### config.mk
export PLATFORM = sky130hd
export DESIGN_NAME = zigzag_block_loader
export DESIGN_NICKNAME = d
export VERILOG_FILES = /design/src/rtl/zigzag_block_loader.sv
export SDC_FILE = /design/constraint.sdc
export NUM_CORES = 1
export LEC_CHECK = 0
export ABC_CLOCK_PERIOD_IN_PS = 3800
export BUFFER_PORTS_ARGS = -buffer_cell sky130_fd_sc_hd__buf_4
export CORE_UTILIZATION = 40
export CTS_CLUSTER_SIZE = 8
export DETAILED_ROUTE_END_ITERATION = 10
export GPL_ROUTABILITY_DRIVEN = 0
export PLACE_DENSITY_LB_ADDON = 0.15
export SLEW_MARGIN = 20
export SYNTH_ARGS = -nofsm -noshare
export SYNTH_HDL_FRONTEND = slang
export SYNTH_SLANG_ARGS = --single-unit
### constraint.sdc
create_clock -name clk -period 3.8 [get_ports clk]
set_input_delay 0.38 -clock clk [delete_from_list [all_inputs] [get_ports clk]]
set_output_delay 0.38 -clock clk [all_outputs]
set_load 0.1 [all_outputs]
### src/rtl/zigzag_block_loader.sv
// Serial raster-order 4x4 coefficient loader that presents the block in zig-zag order with a non-zero count.
// Define ZZ_DOUBLE_BUFFER_EN for the two-bank build (fill bank + output bank, zero-bubble streaming).
module zigzag_block_loader #(
   parameter int WIDTH = 8
) (
   input  logic                  clk,
   input  logic                  rst,
   input  logic                  in_valid,
   output logic                  in_ready,
   input  logic [WIDTH-1:0]      in_coeff,
   input  logic                  abort,
   output logic                  out_valid,
   input  logic                  out_ready,
   output logic [16*WIDTH-1:0]   zz_bus,
   output logic [4:0]            nz_count
);

   function automatic logic [3:0] zz_pos(input logic [3:0] r);
      case (r)
         4'd0:  zz_pos = 4'd0;   4'd1:  zz_pos = 4'd1;
         4'd2:  zz_pos = 4'd5;   4'd3:  zz_pos = 4'd6;
         4'd4:  zz_pos = 4'd2;   4'd5:  zz_pos = 4'd4;
         4'd6:  zz_pos = 4'd7;   4'd7:  zz_pos = 4'd12;
         4'd8:  zz_pos = 4'd3;   4'd9:  zz_pos = 4'd8;
         4'd10: zz_pos = 4'd11;  4'd11: zz_pos = 4'd13;
         4'd12: zz_pos = 4'd9;   4'd13: zz_pos = 4'd10;
         4'd14: zz_pos = 4'd14;  default: zz_pos = 4'd15;
      endcase
   endfunction

   logic [3:0] cnt_q, cnt_d;
   logic [4:0] acc_q, acc_d;
   logic [3:0] pos;
   logic [4:0] nz_inc;

   assign pos    = zz_pos(cnt_q);
   assign nz_inc = {4'd0, |in_coeff};

`ifdef ZZ_DOUBLE_BUFFER_EN
   logic [15:0][WIDTH-1:0] fb_q, fb_d, ob_q, ob_d;
   logic                   fb_full_q, fb_full_d, ob_valid_q, ob_valid_d;
   logic [4:0]             ob_nz_q, ob_nz_d;
   logic                   handoff, ob_free;

   assign handoff   = ob_valid_q && out_ready;
   assign ob_free   = !ob_valid_q || handoff;
   assign in_ready  = !fb_full_q && !rst;
   assign out_valid = ob_valid_q;
   assign zz_bus    = ob_q;
   assign nz_count  = ob_nz_q;

   always_comb begin
      fb_d       = fb_q;
      ob_d       = ob_q;
      cnt_d      = cnt_q;
      acc_d      = acc_q;
      fb_full_d  = fb_full_q;
      ob_valid_d = ob_valid_q && !handoff;
      ob_nz_d    = ob_nz_q;
      if (abort) begin
         cnt_d     = 4'd0;
         acc_d     = 5'd0;
         fb_full_d = 1'b0;
      end else if (fb_full_q) begin
         if (ob_free) begin
            ob_d       = fb_q;
            ob_nz_d    = acc_q;
            ob_valid_d = 1'b1;
            fb_full_d  = 1'b0;
            acc_d      = 5'd0;
         end
      end else if (in_valid) begin
         fb_d[pos] = in_coeff;
         acc_d     = acc_q + nz_inc;
         cnt_d     = cnt_q + 4'd1;
         // Last coefficient goes straight to the output bank when it is free.
         if (cnt_q == 4'd15) begin
            if (ob_free) begin
               ob_d       = fb_d;
               ob_nz_d    = acc_d;
               ob_valid_d = 1'b1;
               acc_d      = 5'd0;
            end else begin
               fb_full_d  = 1'b1;
            end
         end
      end
   end

   always_ff @(posedge clk or posedge rst) begin
      if (rst) begin
         fb_q       <= '0;
         ob_q       <= '0;
         cnt_q      <= 4'd0;
         acc_q      <= 5'd0;
         fb_full_q  <= 1'b0;
         ob_valid_q <= 1'b0;
         ob_nz_q    <= 5'd0;
      end else begin
         fb_q       <= fb_d;
         ob_q       <= ob_d;
         cnt_q      <= cnt_d;
         acc_q      <= acc_d;
         fb_full_q  <= fb_full_d;
         ob_valid_q <= ob_valid_d;
         ob_nz_q    <= ob_nz_d;
      end
   end
`else
   typedef enum logic {FILL, FULL} state_t;
   state_t                 state_q, state_d;
   logic [15:0][WIDTH-1:0] zz_q, zz_d;

   assign in_ready  = (state_q == FILL) && !rst;
   assign out_valid = (state_q == FULL);
   assign zz_bus    = zz_q;
   assign nz_count  = acc_q;

   always_comb begin
      state_d = state_q;
      cnt_d   = cnt_q;
      acc_d   = acc_q;
      zz_d    = zz_q;
      if (abort) begin
         state_d = FILL;
         cnt_d   = 4'd0;
         acc_d   = 5'd0;
      end else begin
         case (state_q)
            FILL: if (in_valid) begin
               zz_d[pos] = in_coeff;
               acc_d     = acc_q + nz_inc;
               cnt_d     = cnt_q + 4'd1;
               if (cnt_q == 4'd15) state_d = FULL;
            end
            default: if (out_ready) begin
               state_d = FILL;
               cnt_d   = 4'd0;
               acc_d   = 5'd0;
            end
         endcase
      end
   end

   always_ff @(posedge clk or posedge rst) begin
      if (rst) begin
         state_q <= FILL;
         cnt_q   <= 4'd0;
         acc_q   <= 5'd0;
         zz_q    <= '0;
      end else begin
         state_q <= state_d;
         cnt_q   <= cnt_d;
         acc_q   <= acc_d;
         zz_q    <= zz_d;
      end
   end
`endif

endmodule

=== Word level (Yosys, flattened, before mapping) ===
Memory sizes are Yosys's and may differ from the RTL's.
Cells that the tools add are included.

* Mux-type cells: 16
* Reduce and logical (&&, ||, !) cells: 7
* Bitwise gates (word level): 2
* Magnitude comparators: 2
* Eq/ne operators: 2
* Add/sub/neg operators: 2

{| class="wikitable"
|+ Operators with widths
! kind !! number
|-
| $bwmux W128 || 1
|-
| $demux W8 S4 || 1
|-
| $mux W5 || 4
|-
| $mux W4 || 4
|-
| $mux W8 || 1
|-
| $reduce_or A8 Y1 || 1
|-
| $add A5 B1 Y5 || 1
|-
| $lt A4 B5 Y1 const B || 1
|-
| $mux W1 || 5
|-
| $add A4 B1 Y4 const B || 1
|-
| $eq A4 B4 Y1 const B || 1
|-
| $ge A4 B1 Y1 const B || 1
|-
| $ne A3 B3 Y1 const B || 1
|-
| $reduce_and A3 Y1 || 1
|-
| $reduce_bool A3 Y1 || 1
|-
| $logic_and A1 B1 Y1 || 2
|-
| $not A1 Y1 || 2
|-
| $reduce_and A2 Y1 || 1
|-
| $logic_not A1 Y1 || 1
|}

* Word-level logic and storage cells: 51
* Input port bits: 13
* Memories: 1
* Bits in read-only memories: 64
* Output and inout bits: 135
* Register bits after elaboration: 138

{| class="wikitable"
|+ Memory list
! memory !! depth !! width !! rd ports !! clocked after Yosys merged registers in !! wr ports !! line !! source
|-
| (no name shown) || 16 || 4 || 1 || 0 || 0 || 19 || <nowiki>case (r)</nowiki>
|}

=== Depth between registers and ports, before layout ===
Gate-level depths: netlist (run 1).
An unclocked memory read counts as a cell.

* Depth after elaboration: 6
* Mapped depth: 8
* Gate-level depth less buffers: 7

=== Least setup slack after synthesis (run 1) ===
Ideal clock, no wire load.

* Kind: reg2out
* From: register state_q, in the netlist out_valid
* To: output in_ready
* Cell stages (with the launch flop): 2
* Slack: 1250 ps
* Data required time: 3420 ps
* Buffers on the path: 0
* Data arrival time: 2170 ps
* Cell sequence: dfrtp_1 -> nor2_1

* Longest elaborated chain between the ends: 2

{| class="wikitable"
|+ Ends and longest elaborated chain
! element !! line !! source
|-
| from (decl) || 111 || <nowiki>state_t state_q, state_d;</nowiki>
|-
| from (signal assigned) || 152 || <nowiki>state_q <= state_d;</nowiki>
|-
| $not A1 Y1 (no line) || - ||
|-
| $logic_and A1 B1 Y1 || 114 || <nowiki>assign in_ready = (state_q == FILL) && !rst;</nowiki>
|-
| to (decl) || 9 || <nowiki>output logic in_ready,</nowiki>
|}

No other way between the ends.

=== Worst setup path after layout (run 1) ===
* From: register cnt_q[0]
* To: register zz_q, in the netlist zz_bus[78]

* Longest elaborated chain between the ends: 6
* Elaborated cells on any way between the ends: 7
* Classes of those cells: 2 x order compare; 3 x mux; 1 x reduce/logical; 1 x memory

{| class="wikitable"
|+ Ends and longest elaborated chain
! element !! line !! source
|-
| from (decl) || 31 || <nowiki>logic [3:0] cnt_q, cnt_d;</nowiki>
|-
| from (signal assigned) || 153 || <nowiki>cnt_q <= cnt_d;</nowiki>
|-
| $mem_v2 Z16 W4 (*) || - ||
|-
| $lt A4 B5 Y1 (not written as such) or $ge A4 B1 Y1 (tied branches) || 131 || <nowiki>zz_d[pos] = in_coeff;</nowiki>
|-
| $logic_and A1 B1 Y1 (not written as such) || 131 ||
|-
| $mux W8 (not written as such) || 131 ||
|-
| $demux W8 S4 (*) || 131 ||
|-
| $bwmux W128 (*) || 131 ||
|-
| to (signal assigned) || 155 || <nowiki>zz_q <= zz_d;</nowiki>
|-
| to (decl) || 112 || <nowiki>logic [15:0][WIDTH-1:0] zz_q, zz_d;</nowiki>
|}

Every way passes the cells marked *; elsewhere a longest branch is shown, timed or not.
A chain may end at the register's enable or synchronous reset.

==> run summary, run 1 <==
status = complete, no violations
Post-Place Worst Slack = 1020 ps
CP Data Required Time = 4090 ps
routed length per placed instance = 19.4 µm
dpl cells = 678
worst slew pin tran = 712 ps
largest net degree at the start of global routing = 76
Synth Area in Adders = 1.52%
die area = 14900 µm²
fin. max-slew vios = 0
post-synthesis simple-gate area fraction = 7.42%
1st-iter DRT viols = 182
Max-slew headroom = 52.5%
Power per Cell Area = 687 nW/µm²
CTS tree = built
ANT cells = 0
Mapped Cells = 360
CP Launch Type = flop
Tcrit/Tclk final = 73.7%
Worst Hold Class = input pin to flop
largest family of logic cells by synthesized area = multiplexers
WL final = 13800 µm
DRT Pass-1 Iters = 4
Util after Layout = 55.1%
Setup TNS = 0 ps
H-tree levels = 4
sequential element share of the synthesized area = 60.1%
CP delay by family, top = compound AO/OA/AOI/OAI gates
Post-DRT Antenna Nets = 0
unrepaired setup endpoints after global routing = no
Async SR Flop Fraction = 100%
MaxCap Viol Count = 0
port buffer count = 147
Warnings, synthesis = 0
Post-synth EDFFs = 0
slowest stage cell, crit path = o21a_1
Die Wd = 122 µm
Pwr Total = 5.27 mW
via count = 3631
final setup vio count = 0
DPL Wire Length = 9120 µm
Buffers & Inverters on Critical Path = 1
synthesized area per cell = 16.0 µm²
CTS Root Cell = clkbuf_16
initial antenna violation count = 0
via/cell ratio = 5.12
Fin. Hold Viols = 0
worst skew pair latency = 410 ps
worst path arrival time = 3090 ps
clk sinks = 138
cells along the critical path = inv_1 > ha_1 > nand2_2 > o211ai_1 > o21a_1 > nand4_2 > mux2_2
CORE AREA = 13900 µm²
vias in the first global route = 3627
Ports = 148
Worst setup EP type = flop
top_reg_cell synth = dfrtp_1
die extent in y = 122 µm
final clock skew = 8.79 ps
Rows = 43
post-synthesis cell area = 5750 µm²
largest cells by area after synthesis = dfrtp_1, mux2_2, nor3_4
leakage power = 3.95 nW
critical path fanouts, max = 8
cts bufs inserted = 17
grt ovf = 0
#FFs+latches synth = 138
most frequent cells in the layout = buf_4, dfrtp_1, mux2_2
xor-xnor portion of the synthesized cell area = 0.609%
ratio of cells with drive above 1 in the final layout = 61.4%
clock buffer depth = 2
Area growth syn-to-layout = 33.4%
min setup slack post-route = 1000 ps
Total Routing Usage GR = 19.6%
complex-gate fraction of the synthesized area = 2.98%
max incr delay on CP = 650 ps
Tmin final = 2800 ps
Netlist cell types = 39
area leader, netlist = dfrtp_1
post-synth top area share = 60.1%
non-filler cells, final = 709
most common cell after layout, fill and taps aside = buf_4
Post-route DRC = 0
initial core utilization = 41.3%
fmax = 357 MHz
Mapped Nets = 380
maximum vdd drop = 0.310 mV
Fillers = 1193
first-pass GRT wire length = 21000 µm
multiplexer area fraction after synthesis = 26.2%
Layout Nets = 538
CTS clock-pin slew for the worst setup and hold paths = 50 ps
Crit Path Category = flop to flop
[per-layer routing]
metal	GRT usage [%]	vias to the layer above	part of all wire, %
met3	6.79	18	7.4
met2	29.5	117	47
met5	0	-	0
met1	25.6	1871	44
met4	8.02	0	1.6
li1	-	1625	-
[cell type report]
class                   instances  area [µm²]  area share, %
multi-input cells             207        2220           29.0
clock buffers                  24         492           6.41
clock inverters                 6         113           1.47
repair buffers                151        1150           15.0
inverters                       3        15.0          0.196
flip-flops and latches        138        3450           45.0
well taps                     180         225           2.94
[worst reg2reg max path: cells and delay by family (launching register included)]
| family | cells | cell delay, ps |
|---|---|---|
| DFF | 1 | 410 |
| buffers and inverters | 1 | 180 |
| muxes | 1 | 400 |
| AOI/OAI and AO/OA | 2 | 850 |
| adders and majority gates | 1 | 290 |
| and+or+nand+nor | 2 | 550 |
[worst paths after layout]
check / cells after the start / to / startpoint / slack (ps)
worst max-delay path: 7 / zz_bus[78] / cnt_q[0] / 1000
worst min-delay path: 3 / out_valid / out_ready / 350
worst max register to register: 7 / zz_bus[78] / cnt_q[0] / 1000
worst min register to register: 1 / zz_bus[127] / zz_bus[127] / 490
max in group asynchronous: 4 / zz_bus[42] / rst / 2330
min in group asynchronous: 3 / zz_bus[16] / rst / 530
[cell usage after synthesis, drive strengths merged (4+ instances only)]
| cell type | n |
|---|---|
| nor2 | 8 |
| xor2 | 4 |
| o21ai | 5 |
| mux2 | 130 |
| ha | 7 |
| dfrtp | 138 |
| nand4 | 6 |
| clkbuf | 8 |
| nor3 | 12 |
| buf | 4 |
| nand2 | 9 |
[power breakdown]
part / switching [mW] / leakage [nW] / total (mW) / internal, mW
logic: 1.48 / 1.79 / 1.85 / 0.369
clock network: 0.587 / 0.296 / 1.68 / 1.10
registers: 0.0935 / 1.87 / 1.73 / 1.64
[registers in the layout, indices dropped and copies added (netlist names)]
signal	count
cnt_q	4
nz_count	5
zz_bus	128
out_valid	1
[repair_timing]
| action | CTS | global route |
|---|---|---|
| hold endpoints to repair | 13 | 0 |
| gates resized for setup | 0 | 0 |
| hold buffers | 1 | 0 |
| buffers inserted | 0 | 0 |
[metrics by stage]
stage	hold WS, ps	instance area (µm²)
after global placement	398	7060
after floorplan	532	5750
after detailed placement	404	7060
final	347	7670
after global routing	337	7670
after CTS	327	7670
[logic make-up (layout without fill, tap and decap cells)]
group / Yosys count / count (layout)
adders and majority gates: 7 / 7
AOI/OAI and AO/OA: 18 / 18
buffers and inverters: 15 / 184
DFF: 138 / 138
and+or+nand+nor: 46 / 46
xor gates and xnor gates: 4 / 4
muxes: 132 / 132
No activity file was read; power rests on OpenSTA's default activity.
==> run 2: changes to the inputs <==
- ABC_CLOCK_PERIOD_IN_PS: 3800 -> 2600
- clock period: 3.8 -> 2.6 ns (I/O delays scaled with it)
==> run summary, run 2 (synthesis gave the netlist of run 1 again) <==
status = complete, no violations (unchanged)
Die Wd = 122 µm (unchanged)
initial core utilization = 41.3% (unchanged)
leakage power = 4.00 nW (was 3.95 nW)
Crit Path Category = flop to flop (unchanged)
vias in the first global route = 3667 (was 3627)
DRT Pass-1 Iters = 4 (unchanged)
R2R Setup Slk = 100 ps (was 1000 ps)
worst r2r src = cnt_q[1] (was cnt_q[0])
initial antenna violation count = 0 (unchanged)
Area growth syn-to-layout = 35.2% (was 33.4%)
CTS tree = built (unchanged)
critical path startpoint = cnt_q[1] (was cnt_q[0])
CTS clock-pin slew for the worst setup and hold paths = 50 ps (about the same)
ANT cells = 0 (unchanged)
Fin. Hold Viols = 0 (unchanged)
routed length per placed instance = 18.7 µm (was 19.4 µm)
die extent in y = 122 µm (unchanged)
CTS Root Cell = clkbuf_16 (unchanged)
Placed Area = 7120 µm² (was 7060 µm²)
Worst setup EP type = flop (unchanged)
CTS Hold Buffers Added = 0 (was 1)
maximum vdd drop = 0.445 mV (was 0.310 mV)
Largest register FFs = 128 (unchanged)
Final Cell Area = 7770 µm² (was 7670 µm²)
non-filler cells, final = 724 (was 709)
CP Capture Point = zz_bus[65] (was zz_bus[78])
H-tree levels = 4 (unchanged)
Worst Reg-to-Reg Cells = 6 (was 7)
via/cell ratio = 5.04 (was 5.12)
CP Data Required Time = 2900 ps (was 4090 ps)
Top cell by count, worst path = ha_1
Layout Nets = 551 (was 538)
Tmin final = 2500 ps (was 2800 ps)
fmax = 399 MHz (was 357 MHz)
Power per Cell Area = 954 nW/µm² (was 687 nW/µm²)
CORE AREA = 13900 µm² (unchanged)
largest net degree at the start of global routing = 139 (was 76)
max incr delay on CP = 420 ps (was 650 ps)
WHS = 33.5 ps (was 347 ps)
Worst Hold Class = input pin to asynchronous set/reset pin (was input pin to flop)
Tcrit/Tclk final = 96.3% (was 73.7%)
min setup slack post-route = 95.1 ps (was 1000 ps)
first-pass GRT wire length = 21300 µm (was 21000 µm)
via count = 3649 (was 3631)
critical path fanouts, max = 8 (unchanged)
die area = 14900 µm² (unchanged)
clk sinks = 138 (unchanged)
dpl cells = 686 (was 678)
clock buffer depth = 2 (unchanged)
Total Routing Usage GR = 19.7% (was 19.6%)
final clock skew = 3.92 ps (was 8.79 ps)
cells along the critical path = ha_1 > ha_1 > nor2b_1 > a221o_1 > nand4_2 > mux2_2 (was inv_1 > ha_1 > nand2_2 > o211ai_1 > o21a_1 > nand4_2 > mux2_2)
worst path arrival time = 2800 ps (was 3090 ps)
unrepaired setup endpoints after global routing = yes (was no)
final setup vio count = 0 (unchanged)
WL final = 13600 µm (was 13800 µm)
most frequent cells in the layout = buf_4, dfrtp_1, mux2_2 (unchanged)
Fillers = 1182 (was 1193)
port buffer count = 147 (unchanged)
fin. max-slew vios = 0 (unchanged)
Pwr Total = 7.42 mW (was 5.27 mW)
Setup TNS = 0 ps (unchanged)
Rows = 43 (unchanged)
Post-Place Worst Slack = 62.5 ps (was 1020 ps)
slowest stage cell, crit path = dfrtp_1 (was o21a_1)
MaxCap Viol Count = 0 (unchanged)
Post-DRT Antenna Nets = 0 (unchanged)
most common cell after layout, fill and taps aside = buf_4 (unchanged)
DPL Wire Length = 9140 µm (was 9120 µm)
FF-to-FF End = zz_bus[65] (was zz_bus[78])
ratio of cells with drive above 1 in the final layout = 62.3% (was 61.4%)
Ports = 148 (unchanged)
Post-route DRC = 0 (unchanged)
1st-iter DRT viols = 119 (was 182)
worst skew pair latency = 410 ps (about the same)
CP Launch Type = flop (unchanged)
cts bufs inserted = 17 (unchanged)
Max-slew headroom = 49.1% (was 52.5%)
worst slew pin tran = 764 ps (was 712 ps)
grt ovf = 0 (unchanged)
Util after Layout = 55.8% (was 55.1%)
## run 2: critical path, delay by kind of cell (launching register included)
kind | cells | cell delay (ps)
adder cells (fa/ha/maj) | 2 | 620
multiplexers | 1 | 380
AO/OA/AOI/OAI | 1 | 390
flip-flops | 1 | 420
AND/OR/NAND/NOR | 2 | 580
## run 2: worst min path at each step
stage          depth (start not counted)           to  slack (ps)         from
2_1_floorplan                          1    zz_bus[0]         410  in_coeff[0]
3_3_place_gp                           1   zz_bus[48]         470   zz_bus[48]
3_5_place_dp                           1  zz_bus[126]         480  zz_bus[126]
4_1_cts                                3   zz_bus[16]         100          rst
5_1_grt                                3  nz_count[3]         140          rst
6_report                               3  nz_count[3]          30          rst
## run 2: layout make-up
class | count | area [µm²] | area share [%]
multi-input cells | 207 | 2220 | 28.6
repair buffers | 164 | 1320 | 17.0
clock buffers | 26 | 499 | 6.42
well taps | 180 | 225 | 2.90
flip-flops and latches | 138 | 3450 | 44.4
clock inverters | 6 | 38.8 | 0.499
inverters | 3 | 15.0 | 0.193
## run 2: repair_timing
item | 4_1_cts | 5_1_grt
endpoints found under the setup margin | 0 | 60
resized for setup | 0 | 0
setup buffers | 0 | 6
## run 2: where the power goes
| group | switching, mW | internal (mW) |
|---|---|---|
| clock network | 0.851 | 1.32 |
| registers | 0.146 | 2.40 |
| logic | 2.16 | 0.545 |
## run 2: layer usage
metal | share of wire (%) | vias up | GRT usage (%)
met5 | 0 | - | 0
met4 | 1.2 | 0 | 5.86
met3 | 7.3 | 13 | 7.72
met2 | 49 | 115 | 30.8
met1 | 43 | 1867 | 25.2
li1 | - | 1654 | -
